<file path="src/rtl/pipeline_sequencer_if.sv">
// Handshake bundle between the debug unit, the pipeline stage registers and pipeline_sequencer.
// The master modport is the debug/pipeline side; the slave modport is the sequencer.
interface pipeline_sequencer_if #(
    parameter int CNT_W = 32
);
    logic             start;
    logic             step_req;
    logic             stop_req;
    logic             id_halt;
    logic             id_ex_mem_read;
    logic [4:0]       id_ex_rt;
    logic [4:0]       if_id_rs;
    logic [4:0]       if_id_rt;
    logic             clk_en;
    logic             stall;
    logic             flush;
    logic             busy;
    logic             halted;
    logic [CNT_W-1:0] cycle_count;

    modport master (
        output start, step_req, stop_req, id_halt,
        output id_ex_mem_read, id_ex_rt, if_id_rs, if_id_rt,
        input  clk_en, stall, flush, busy, halted, cycle_count
    );

    modport slave (
        input  start, step_req, stop_req, id_halt,
        input  id_ex_mem_read, id_ex_rt, if_id_rs, if_id_rt,
        output clk_en, stall, flush, busy, halted, cycle_count
    );
endinterface

</file>
<file path="src/rtl/pipeline_sequencer.sv">
// Run-control and hazard controller for the IF/ID register: debug run/step/pause,
// drain-then-freeze after HALT reaches ID, and load-use stall detection.
module pipeline_sequencer #(
    parameter int DRAIN_CYCLES = 4,
    parameter int CNT_W        = 32
) (
    input logic                 clk,
    input logic                 reset,
    pipeline_sequencer_if.slave bus
);
    localparam int              DW         = $clog2(DRAIN_CYCLES + 1);
    localparam logic [DW-1:0]   DRAIN_LOAD = DW'(DRAIN_CYCLES);
    localparam logic [DW-1:0]   DRAIN_LAST = DW'(1);
    localparam logic [CNT_W-1:0] CNT_MAX   = '1;

    typedef enum logic [2:0] {
        IDLE,
        FLUSH,
        RUN,
        STEP,
        DRAIN,
        HALTED
    } state_t;

    state_t           r_state;
    state_t           w_nextState;
    logic [DW-1:0]    r_drainCount;
    logic [DW-1:0]    w_nextDrain;
    logic             r_clkEn;
    logic             r_flush;
    logic             r_busy;
    logic             r_halted;
    logic [CNT_W-1:0] r_cycleCount;
    logic             w_hazard;
    logic             w_stall;
    logic             w_haltAccept;
    logic             w_nextActive;

    // Register 0 is hardwired, so a load targeting it never creates a real dependency.
    assign w_hazard = bus.id_ex_mem_read && (bus.id_ex_rt != 5'd0) &&
                      ((bus.id_ex_rt == bus.if_id_rs) || (bus.id_ex_rt == bus.if_id_rt));
    assign w_stall      = r_clkEn && w_hazard;
    assign w_haltAccept = bus.id_halt && !w_stall;

    always_comb begin
        w_nextState = r_state;
        w_nextDrain = r_drainCount;
        case (r_state)
            IDLE: begin
                if (bus.start) begin
                    w_nextState = RUN;
                end else if (bus.step_req) begin
                    w_nextState = STEP;
                end
            end
            FLUSH: begin
                w_nextState = RUN;
            end
            RUN: begin
                if (w_haltAccept) begin
                    w_nextState = DRAIN;
                    w_nextDrain = DRAIN_LOAD;
                end else if (bus.stop_req) begin
                    w_nextState = IDLE;
                end
            end
            STEP: begin
                if (w_haltAccept) begin
                    w_nextState = DRAIN;
                    w_nextDrain = DRAIN_LOAD;
                end else begin
                    w_nextState = IDLE;
                end
            end
            DRAIN: begin
                w_nextDrain = r_drainCount - DRAIN_LAST;
                if (r_drainCount == DRAIN_LAST) begin
                    w_nextState = HALTED;
                end
            end
            HALTED: begin
                if (bus.start) begin
                    w_nextState = FLUSH;
                end
            end
            default: begin
                w_nextState = IDLE;
            end
        endcase
    end

    assign w_nextActive = (w_nextState == FLUSH) || (w_nextState == RUN) ||
                          (w_nextState == STEP)  || (w_nextState == DRAIN);

    // Moore outputs are decoded from the next state so they are glitch-free registers.
    always_ff @(posedge clk) begin
        if (reset) begin
            r_state      <= IDLE;
            r_drainCount <= '0;
            r_cycleCount <= '0;
            r_clkEn      <= 1'b0;
            r_flush      <= 1'b0;
            r_busy       <= 1'b0;
            r_halted     <= 1'b0;
        end else begin
            r_state      <= w_nextState;
            r_drainCount <= w_nextDrain;
            r_clkEn      <= w_nextActive;
            r_busy       <= w_nextActive;
            r_flush      <= (w_nextState == FLUSH);
            r_halted     <= (w_nextState == HALTED);
            if ((r_state == HALTED) && bus.start) begin
                r_cycleCount <= '0;
            end else if (r_clkEn && (r_cycleCount != CNT_MAX)) begin
                r_cycleCount <= r_cycleCount + 1'b1;
            end
        end
    end

    assign bus.clk_en      = r_clkEn;
    assign bus.stall       = w_stall;
    assign bus.flush       = r_flush;
    assign bus.busy        = r_busy;
    assign bus.halted      = r_halted;
    assign bus.cycle_count = r_cycleCount;
endmodule

</file>
<file path="src/flat_wrapper.sv">
// flat-port wrapper written by rule: the top's interface ports become plain ports
module pipeline_sequencer_flat 
#(
    parameter int DRAIN_CYCLES = 4,
    parameter int CNT_W        = 32
)
  (clk, reset, bus_start, bus_step_req, bus_stop_req, bus_id_halt, bus_id_ex_mem_read, bus_id_ex_rt, bus_if_id_rs, bus_if_id_rt, bus_clk_en, bus_stall, bus_flush, bus_busy, bus_halted, bus_cycle_count);
  pipeline_sequencer_if #(.CNT_W(CNT_W)) bus_i ();
  input logic clk;
  input logic reset;
  input wire logic [$bits(bus_i.start)-1:0] bus_start;
  input wire logic [$bits(bus_i.step_req)-1:0] bus_step_req;
  input wire logic [$bits(bus_i.stop_req)-1:0] bus_stop_req;
  input wire logic [$bits(bus_i.id_halt)-1:0] bus_id_halt;
  input wire logic [$bits(bus_i.id_ex_mem_read)-1:0] bus_id_ex_mem_read;
  input wire logic [$bits(bus_i.id_ex_rt)-1:0] bus_id_ex_rt;
  input wire logic [$bits(bus_i.if_id_rs)-1:0] bus_if_id_rs;
  input wire logic [$bits(bus_i.if_id_rt)-1:0] bus_if_id_rt;
  output wire logic [$bits(bus_i.clk_en)-1:0] bus_clk_en;
  output wire logic [$bits(bus_i.stall)-1:0] bus_stall;
  output wire logic [$bits(bus_i.flush)-1:0] bus_flush;
  output wire logic [$bits(bus_i.busy)-1:0] bus_busy;
  output wire logic [$bits(bus_i.halted)-1:0] bus_halted;
  output wire logic [$bits(bus_i.cycle_count)-1:0] bus_cycle_count;
  assign bus_i.start = bus_start;
  assign bus_i.step_req = bus_step_req;
  assign bus_i.stop_req = bus_stop_req;
  assign bus_i.id_halt = bus_id_halt;
  assign bus_i.id_ex_mem_read = bus_id_ex_mem_read;
  assign bus_i.id_ex_rt = bus_id_ex_rt;
  assign bus_i.if_id_rs = bus_if_id_rs;
  assign bus_i.if_id_rt = bus_if_id_rt;
  assign bus_clk_en = bus_i.clk_en;
  assign bus_stall = bus_i.stall;
  assign bus_flush = bus_i.flush;
  assign bus_busy = bus_i.busy;
  assign bus_halted = bus_i.halted;
  assign bus_cycle_count = bus_i.cycle_count;
  pipeline_sequencer #(.DRAIN_CYCLES(DRAIN_CYCLES), .CNT_W(CNT_W)) u_core (.clk(clk), .reset(reset), .bus(bus_i));
endmodule
</file>
<file path="config.mk">
export PLATFORM = sky130hd
export DESIGN_NAME = pipeline_sequencer_flat
export DESIGN_NICKNAME = d
export VERILOG_FILES = /design/src/rtl/pipeline_sequencer_if.sv /design/src/rtl/pipeline_sequencer.sv /design/src/flat_wrapper.sv
export SDC_FILE = /design/constraint.sdc
export NUM_CORES = 1
export LEC_CHECK = 0
export CORE_UTILIZATION = 42
export DETAILED_ROUTE_END_ITERATION = 7
export DONT_BUFFER_PORTS = 1
export REMOVE_ABC_BUFFERS = 1
export SLEW_MARGIN = 20
export SYNTH_ARGS = -nofsm -noshare
export SYNTH_HDL_FRONTEND = slang
export SYNTH_SLANG_ARGS = --single-unit
</file>
<file path="constraint.sdc">
create_clock -name clk -period 4.45 [get_ports clk]
set_input_delay 1.335 -clock clk [delete_from_list [all_inputs] [get_ports clk]]
set_output_delay 1.335 -clock clk [all_outputs]
set_load 0.02 [all_outputs]
</file>
==> run_summary.xml <==
<?xml version="1.0" encoding="UTF-8"?>
<metrics>
  <group name="grt">
    <metric name="grt_pass1_wl" unit="µm">9200</metric>
    <metric name="initial_antenna_violation_count" unit="">0</metric>
    <metric name="grt_start_max_net_pins" unit="">30</metric>
    <metric name="grt.met1_usage" unit="%">24.2</metric>
    <metric name="grt_use_met3" unit="%">4.94</metric>
    <metric name="grt-busiest-layer" unit="">met2</metric>
    <metric name="gr-total-overflow" unit="">0</metric>
    <metric name="grt_util_met2" unit="%">30.4</metric>
    <metric name="vias_in_the_first_global_route" unit="">1941</metric>
    <metric name="grt_use_total" unit="%">18.9</metric>
  </group>
  <group name="timing">
    <metric name="setup_viol" unit="">0</metric>
    <metric name="final_min_period_over_clock_period" unit="%">81.7</metric>
    <metric name="fin_worst_skew" unit="ns">0.0113</metric>
    <metric name="fin_hold_ws" unit="ns">0.501</metric>
    <metric name="drv_slew" unit="">0</metric>
    <metric name="finalHoldViolations" unit="">0</metric>
    <metric name="worst-slew-pin-transition" unit="ns">0.851</metric>
    <metric name="fmax" unit="MHz">275</metric>
    <metric name="unrepaired_setup_endpoints_after_global_routing" unit="">no</metric>
    <metric name="min_period" unit="ns">3.63</metric>
    <metric name="setup_tns" unit="ns">0</metric>
    <metric name="slew_headroom" unit="%">43.0</metric>
  </group>
  <group name="worst_setup_path">
    <metric name="critPathRequiredTime" unit="ns">3.12</metric>
    <metric name="worst_setup_path_start_kind" unit="">input port</metric>
    <metric name="crit_path_end_kind" unit="">output port</metric>
    <metric name="timing_worst_setup_path_type" unit="">input port to output port</metric>
    <metric name="worst_reg_to_reg_setup_slack" unit="ns">1.80</metric>
    <metric name="cp.arrival" unit="ns">2.30</metric>
    <metric name="worst-path-max-fanout" unit="">3</metric>
  </group>
  <group name="cts">
    <metric name="cts_resized" unit="">0</metric>
    <metric name="numCtsBuffers" unit="">5</metric>
    <metric name="clkTransAtPathRegs" unit="ns">0.08</metric>
    <metric name="cts.htree.levels" unit="">2</metric>
    <metric name="insertion_delay" unit="ns">0.29</metric>
    <metric name="clock_sinks" unit="">41</metric>
    <metric name="cts_root_buf" unit="">sky130_fd_sc_hd__clkbuf_8</metric>
    <metric name="clk_path_buf_depth" unit="">2</metric>
    <metric name="ctsHoldBuffers" unit="">0</metric>
    <metric name="post_cts_setup_buffer_count" unit="">0</metric>
    <metric name="tritoncts_clock_tree" unit="">done</metric>
  </group>
  <group name="synthesis">
    <metric name="netlist-cell-type-count" unit="">57</metric>
    <metric name="synth_top_area_share" unit="%">34.2</metric>
    <metric name="synthesis.yosys.warnings" unit="">0</metric>
    <metric name="synth-main-ff-cell" unit="">sky130_fd_sc_hd__dfxtp_1</metric>
    <metric name="synth-edff-count" unit="">0</metric>
    <metric name="syn_inst" unit="">283</metric>
    <metric name="synth.ff_latch_count" unit="">41</metric>
    <metric name="synth_seq_area_share" unit="%">34.2</metric>
    <metric name="syn-mean-instance-area" unit="µm²">8.49</metric>
    <metric name="yosys-top-cells-area" unit="">sky130_fd_sc_hd__dfxtp_1 34%, sky130_fd_sc_hd__a21oi_1 5.4%, sky130_fd_sc_hd__xnor2_1 5.1%</metric>
    <metric name="synth_top_area_cell" unit="">sky130_fd_sc_hd__dfxtp_1</metric>
    <metric name="synth_area" unit="µm²">2400</metric>
    <metric name="ys_async_sr_fraction" unit="%">0</metric>
  </group>
  <group name="power_and_ir_drop">
    <metric name="clockPowerShare" unit="%">39.4</metric>
    <metric name="internal_power" unit="µW">564</metric>
    <metric name="max-vdd-ir-drop" unit="mV">0.157</metric>
    <metric name="switchingPower" unit="µW">179</metric>
    <metric name="seqPwrFrac" unit="%">53.1</metric>
    <metric name="power_leakage" unit="µW">0.000832</metric>
    <metric name="power_switching_share" unit="%">24.1</metric>
    <metric name="share_comb_of_total_power" unit="%">7.5</metric>
    <metric name="cellPowerDensity" unit="nW/µm²">297</metric>
  </group>
  <group name="job">
    <metric name="drv_cap" unit="">0</metric>
  </group>
  <group name="detailed_routing">
    <metric name="drt_drc_violations_left" unit="">0</metric>
    <metric name="drt-total-wl" unit="µm">5330</metric>
    <metric name="number_of_vias_per_cell" unit="">5.87</metric>
    <metric name="routed-via-count" unit="">2054</metric>
    <metric name="detail_route.iter0.violations" unit="">62</metric>
    <metric name="firstDrtPassIters" unit="">4</metric>
    <metric name="wl_per_cell" unit="µm">15.2</metric>
    <metric name="final_ant_viol_nets" unit="">0</metric>
  </group>
  <group name="place">
    <metric name="buffer_ports.inserted" unit="">0</metric>
    <metric name="post_place_instance_area" unit="µm²">2400</metric>
    <metric name="gp_congestion" unit="">0.778</metric>
    <metric name="hpwl" unit="µm">3820</metric>
  </group>
  <group name="layout">
    <metric name="layout-drive-gt1-share" unit="%">8.63</metric>
    <metric name="layout_commonest_cell" unit="">sky130_fd_sc_hd__dfxtp_1</metric>
    <metric name="utilization" unit="%">45.5</metric>
    <metric name="inserted_diodes" unit="">0</metric>
    <metric name="finish.net_count" unit="">303</metric>
    <metric name="flow.area_growth_from_synthesis" unit="%">4.27</metric>
    <metric name="mostFrequentLayoutCells" unit="">41 x sky130_fd_sc_hd__dfxtp_1, 26 x sky130_fd_sc_hd__a21oi_1, 24 x sky130_fd_sc_hd__nand2_1</metric>
    <metric name="post-route-cell-area" unit="µm²">2500</metric>
  </group>
  <group name="floorplan">
    <metric name="die_area" unit="µm²">6030</metric>
    <metric name="floorplan.initialDensity" unit="%">43.6</metric>
    <metric name="ioPinCount" unit="">59</metric>
    <metric name="core_box_area" unit="µm²">5510</metric>
    <metric name="die_y" unit="µm">77.6</metric>
    <metric name="dieWidth" unit="µm">77.6</metric>
    <metric name="core.rowCount" unit="">27</metric>
  </group>
  <group name="min_path">
    <metric name="path_type_of_the_worst_min_delay_path" unit="">flip-flop to flip-flop</metric>
  </group>
  <group name="status">
    <metric name="run_status" unit="">completed</metric>
  </group>
</metrics>
logic make-up after synthesis:
kind of cell               synth area share, %
xor gates and xnor gates                  5.47
muxes                                     1.25
AOI/OAI and AO/OA                         21.6
adders and majority gates                 1.56
DFF                                       34.2
and+or+nand+nor                           30.7
buffers and inverters                     5.21
critical path, stage by stage:
cell and delay, ns:
sky130_fd_sc_hd__or4_1 0.53, sky130_fd_sc_hd__o211a_1 0.24, sky130_fd_sc_hd__nand2_1 0.09, sky130_fd_sc_hd__inv_1 0.11
worst paths after layout:
kind	from	endpoint	cells past startpoint
max reg2reg	u_core.bus.cycle_count[16]	u_core.bus.cycle_count[7]	5
min	u_core.r_drainCount[1]	u_core.r_drainCount[1]	2
min reg2reg	u_core.r_drainCount[1]	u_core.r_drainCount[1]	2
max	bus_id_ex_rt[0]	bus_stall	4
per-layer routing:
metal  vias to the layer above  wire length [µm]
met1                       949              2570
met5                         -                 0
met3                         7               273
met2                        35              2400
met4                         0                80
li1                       1063                 -
final cells by class:
cell class                      instances  area [µm²]
Tap cell                               72        90.1
Sequential cell                        41         821
Inverter                                9        33.8
Clock inverter                          2        35.0
Multi-Input combinational cell        221        1460
Clock buffer                            5        68.8
Fill cell                             549        3000
power groups by stage:
| stage | sequential [µW] | combinational, µW | clock (µW) |
|---|---|---|---|
| final | 395 | 55.7 | 293 |
| after detailed placement | 403 | 55.5 | 0 |
| after CTS | 395 | 55.8 | 302 |
| after floorplan | 399 | 45.9 | 0 |
| after global placement | 403 | 55.3 | 0 |
| after global routing | 397 | 63.9 | 318 |
synthesized netlist by cell type (3+ instances only):
| master | instances |
|---|---|
| sky130_fd_sc_hd__dfxtp_1 | 41 |
| sky130_fd_sc_hd__a21oi_1 | 26 |
| sky130_fd_sc_hd__nand2_1 | 24 |
| sky130_fd_sc_hd__nor2_1 | 17 |
| sky130_fd_sc_hd__or3_1 | 15 |
| sky130_fd_sc_hd__nand3_1 | 14 |
| sky130_fd_sc_hd__xnor2_1 | 14 |
| sky130_fd_sc_hd__o21ai_0 | 13 |
| sky130_fd_sc_hd__inv_1 | 9 |
| sky130_fd_sc_hd__and3_1 | 7 |
| sky130_fd_sc_hd__or4_1 | 7 |
| sky130_fd_sc_hd__and2_1 | 6 |
| sky130_fd_sc_hd__nor3_1 | 5 |
| sky130_fd_sc_hd__o31ai_1 | 5 |
| sky130_fd_sc_hd__a31oi_1 | 4 |
| sky130_fd_sc_hd__clkbuf_1 | 4 |
| sky130_fd_sc_hd__a311oi_1 | 3 |
| sky130_fd_sc_hd__and4_2 | 3 |
| sky130_fd_sc_hd__buf_4 | 3 |
| sky130_fd_sc_hd__ha_1 | 3 |
| sky130_fd_sc_hd__mux2i_1 | 3 |
| sky130_fd_sc_hd__nand2b_1 | 3 |
| sky130_fd_sc_hd__nand4_1 | 3 |
| sky130_fd_sc_hd__nor4_1 | 3 |
| sky130_fd_sc_hd__o211ai_1 | 3 |
| sky130_fd_sc_hd__o21ai_1 | 3 |
per-stage QoR:
| step | worst slack, ns | power (µW) | std cells |
|---|---|---|---|
| 3_3_place_gp | 0.827 | 458 | 343 |
| 6_report | 0.815 | 743 | 350 |
| 2_1_floorplan | 0.852 | 445 | 271 |
| 3_5_place_dp | 0.813 | 459 | 343 |
| 4_1_cts | 0.813 | 752 | 350 |
| 5_1_grt | 0.739 | 779 | 350 |
flip-flops by register name (all words and copies together) (netlist names):
signal / flops
u_core.bus.busy: 1
u_core.bus.cycle_count: 32
u_core.bus.flush: 1
u_core.bus.halted: 1
u_core.r_drainCount: 3
u_core.r_state: 3
Note: power is estimated with default switching activity, not from simulation.
